===== src/rtl/regfile_dbg_ctrl.sv =====
// regfile_dbg_ctrl: shares the LC-3 register-file write port between CPU and debug host, and streams R0..R7 dumps.
module regfile_dbg_ctrl (
  input  logic        clk,
  input  logic        rst,
  input  logic        cpu_ld,
  input  logic [2:0]  cpu_dr,
  input  logic [15:0] cpu_data,
  input  logic        dbg_wr_req,
  input  logic [2:0]  dbg_wr_addr,
  input  logic [15:0] dbg_wr_data,
  output logic        dbg_wr_ack,
  input  logic        dump_start,
  output logic        dump_valid,
  input  logic        dump_ready,
  output logic [2:0]  dump_idx,
  output logic [15:0] dump_data,
  output logic        dump_done,
  input  logic [15:0] rf_ext_q,
  output logic [2:0]  rf_ext_sel,
  output logic        rf_ld,
  output logic [2:0]  rf_dr,
  output logic [15:0] rf_bus,
  output logic        cpu_hold,
  output logic        busy
);
  typedef enum logic [1:0] {IDLE, WPEND, DUMP_SEL, DUMP_OUT} state_t;
  state_t state, state_n;
  logic [2:0] hold_addr, idx;
  logic [15:0] hold_data;
  logic hs, last;
  assign hs = state == DUMP_OUT && dump_ready;
  assign last = idx == 3'd7;
  always_comb begin
    state_n = state;
    case (state)
      IDLE:     state_n = dbg_wr_req ? WPEND : dump_start ? DUMP_SEL : IDLE;
      WPEND:    state_n = cpu_ld ? WPEND : IDLE;
      DUMP_SEL: state_n = DUMP_OUT;
      DUMP_OUT: state_n = !dump_ready ? DUMP_OUT : last ? IDLE : DUMP_SEL;
      default:  state_n = IDLE;
    endcase
  end
  always_ff @(posedge clk or posedge rst)
    if (rst) begin
      state      <= IDLE;
      hold_addr  <= '0;
      hold_data  <= '0;
      idx        <= '0;
      dump_idx   <= '0;
      dump_data  <= '0;
      dbg_wr_ack <= 1'b0;
      dump_done  <= 1'b0;
    end else begin
      state      <= state_n;
      dbg_wr_ack <= state == WPEND && !cpu_ld;
      dump_done  <= hs && last;
      if (state == IDLE && dbg_wr_req) begin
        hold_addr <= dbg_wr_addr;
        hold_data <= dbg_wr_data;
      end
      if (state == IDLE && !dbg_wr_req && dump_start) idx <= '0;
      if (hs && !last) idx <= idx + 3'd1;
      if (state == DUMP_SEL) begin
        dump_data <= rf_ext_q;
        dump_idx  <= idx;
      end
    end
  // CPU always owns the port when it writes; a pending debug write waits for a free cycle
  assign rf_ld      = cpu_ld || state == WPEND;
  assign rf_dr      = cpu_ld ? cpu_dr : hold_addr;
  assign rf_bus     = cpu_ld ? cpu_data : hold_data;
  assign rf_ext_sel = idx;
  assign dump_valid = state == DUMP_OUT;
  assign busy       = state != IDLE;
  assign cpu_hold   = state != IDLE;
endmodule


===== config.mk =====
export PLATFORM = sky130hd
export DESIGN_NAME = regfile_dbg_ctrl
export DESIGN_NICKNAME = d
export VERILOG_FILES = /design/src/rtl/regfile_dbg_ctrl.sv
export SDC_FILE = /design/constraint.sdc
export NUM_CORES = 1
export LEC_CHECK = 0
export CORE_ASPECT_RATIO = 0.9
export CORE_MARGIN = 3
export CORE_UTILIZATION = 35
export CTS_CLUSTER_SIZE = 10
export DETAILED_ROUTE_END_ITERATION = 12
export GPL_TIMING_DRIVEN = 1
export PLACE_DENSITY = 0.83
export SYNTH_ARGS = -nofsm -noshare
export SYNTH_HDL_FRONTEND = slang
export SYNTH_SLANG_ARGS = --single-unit

===== constraint.sdc =====
create_clock -name clk -period 1.4 [get_ports clk]
set_input_delay 0.21 -clock clk [delete_from_list [all_inputs] [get_ports clk]]
set_output_delay 0.21 -clock clk [all_outputs]
set_load 0.03 [all_outputs]

==> results.py <==
metrics = {
    "cts": {
        "postCtsHoldBufs": 0,
        "path_clk_slew_ns": 0.08,
        "h-tree-depth": 2,
        "cts_buffers": 5,
        "clockRootBuffer": "clkbuf_8",
        "cts_tree": "yes",
        "ctsLongestPathBuffers": 2,
        "clock_latency_ns": 0.30,
        "cts_sinks": 45,
    },
    "job": {
        "maxCapViolations": 0,
    },
    "global_route": {
        "track_usage_pct": 16.5,
        "grt_pass1_wl_um": 8660,
        "overflow": 0,
        "first_global_vias": 1729,
        "antenna_found_initial": 0,
        "grt_max_degree": 24,
    },
    "logic_synthesis": {
        "synth-seq-cells": 45,
        "synthesis.nets": 193,
        "netlist.area_leader.share_pct": 55.0,
        "yosys.area.top_type": "dfrtp_1",
        "synth_area_per_cell_um2": 15.6,
        "ys_warn_count": 0,
        "ys_top_cells_by_area": "dfrtp_1, mux2_2, mux2_4",
        "synth_area_um2": 2050,
        "synth_cells": 131,
        "netlist-cell-type-count": 23,
        "seq_area_frac_synth_pct": 55.0,
    },
    "setup_path": {
        "crit_slowest_cell": "dfrtp_2",
        "critical_path.top_delay_family": "flip-flops",
        "critPathArrivalTime_ns": 1.67,
        "crit_buf_inv": 0,
        "cp_common_cell": "ha_4",
        "crit_type": "reg -> reg",
        "critPathMaxStageDelay_ns": 0.43,
        "cp_cell_sequence": "ha_4 -> ha_4 -> and4b_2 -> a31oi_4 -> mux2_4",
        "startpoint_type": "register",
        "crit_fanout": 3,
        "cp-end-kind": "register",
        "critPathRequiredTime_ns": 1.59,
    },
    "die": {
        "fp-row-count": 25,
        "core_area_um2": 5440,
        "initial_utilization_pct": 37.6,
        "fp.dieW_um": 86.6,
        "ios": 107,
        "dieArea_um2": 6800,
        "die_h_um": 78.6,
    },
    "final_layout": {
        "stdcell_area_um2": 3510,
        "fin_cells": 333,
        "fillers": 426,
        "drive_gt1_share_pct": 49.6,
        "area_growth_syn_to_layout_pct": 71.5,
        "final_common_cell": "clkdlybuf4s50_1",
        "final_cell_mix": "clkdlybuf4s50_1, dfrtp_1, mux2_2, dlygate4sd2_1, mux2_4",
        "diodes": 0,
        "layout.nets": 327,
    },
    "routing": {
        "detail_route.wl_per_cell_um": 16.4,
        "dr.pass1.iters": 6,
        "viasPerCell": 4.77,
        "route.vias.total": 1590,
        "wl_um": 5460,
        "route.detailed.drc": 0,
        "ant_nets": 0,
        "drt_iter0_markers": 32,
    },
    "timing": {
        "fin_crit_sh_pct": 106,
        "period_needed_ns": 1.48,
        "worst_slew_pin_slew_ns": 0.333,
        "fmax_ghz": 0.674,
        "relSlewSlack_pct": 77.9,
        "final_max_slew_viol_count": 0,
        "setup_ws_ns": -0.0829,
        "tns_ns": -0.748,
        "setup_violations": 22,
        "fin_skew_ns": 0.00241,
        "rsz0062_at_grt": "yes",
        "hold_violations": 0,
    },
    "power_and_ir_drop": {
        "ir_drop_v": 0.00123,
        "power_density_nw_per_um2": 2140,
        "finalPower_uw": 7500,
        "cellLeakagePower_uw": 0.00161,
    },
    "placed_design": {
        "placed_cells_incl_taps": 320,
        "gp_routability_congestion": 0.780,
        "dpl-instance-area_um2": 3370,
        "io_buffers": 106,
        "hpwl_um": 4080,
    },
    "min_path": {
        "hold_class": "in -> async",
    },
    "run_status": {
        "outcome": "complete, but fails checks",
        "violations": "negative setup slack",
    },
}
## metrics by stage
stage / hold WS (ns) / worst slack (ns) / utilization (%)
after floorplan: 0.314 / -0.163 / -
after global placement: 0.489 / -0.640 / 61.9
after detailed placement: 0.494 / -0.673 / 61.9
after CTS: 0.272 / -0.0855 / 63.4
after global routing: 0.308 / -0.118 / 64.5
final: 0.270 / -0.0829 / 64.5
## kinds of logic (layout without fill, tap and decap cells)
kind of cell	count (synthesis)	after routing	share of synthesized area, %
buf+inv	9	144	3.48
mux	59	59	34.2
compound gates	6	6	2.08
flops	45	45	55.0
simple gates	10	10	3.97
fa+ha+maj	2	2	1.22
## per-layer routing
| metal | track usage, % | up-vias | wire length (µm) |
|---|---|---|---|
| met4 | 5.61 | 0 | 94 |
| met5 | 0 | - | 0 |
| met1 | 20.7 | 770 | 2240 |
| li1 | - | 744 | - |
| met2 | 27.7 | 67 | 2730 |
| met3 | 3.99 | 9 | 392 |
## power breakdown
part           switching [µW]  internal [µW]
clock network             433            582
logic                    2070           2120
registers                 357           1940
total                    2860           4650
## layout make-up
class	count	area, µm²	share of cell area, %
flip-flops and latches	45	1130	32.2
multi-input cells	77	932	26.6
repair buffers	133	1230	35.1
inverters	3	16.3	0.463
clock buffers	7	86.3	2.46
well taps	67	83.8	2.39
clock inverters	1	30.0	0.856
## path summary, 6_finish.rpt
check | startpoint | to | slack, ns | cells past startpoint
max reg2reg | rf_ext_sel[0] | rf_ext_sel[0] | -0.08 | 5
min | rst | dump_data[10] | 0.27 | 3
max | rf_ext_sel[0] | rf_ext_sel[0] | -0.08 | 5
max in group asynchronous | rst | rf_ext_sel[1] | 0.87 | 3
min reg2reg | dump_data[6] | dump_data[6] | 0.50 | 1
min in group clk | cpu_ld | dbg_wr_ack | 0.42 | 3
## state kept, by name (all words and copies together), names as in the netlist
register,count
hold_addr,3
dump_data,16
dbg_wr_ack,1
dump_idx,3
state,2
rf_ext_sel,3
dump_done,1
hold_data,16
## cell usage after synthesis, drive strengths merged
cell and n:
buf 6, a21oi 1, and4b 1, and2 1, and3 1, nand2 1
a22o 2, or2 1, ha 2, mux2 58, mux2i 1, nand2b 1
a22oi 1, a31oi 2, inv 3, dfrtp 45, nor2 4
## what timing repair did
| action | 4_1_cts | 5_1_grt |
|---|---|---|
| pin swaps | 3 | 3 |
| resized for setup | 140 | 13 |
| setup buffers | 2 | 1 |
| endpoints found under the setup margin | 50 | 27 |
| cloned | 1 | 1 |
## worst min-delay path, stage by stage
cell and delay (ns):
clkdlybuf4s50_1 0.41, inv_2 0.06, buf_4 0.27
Note: power is estimated with default switching activity, not from simulation.
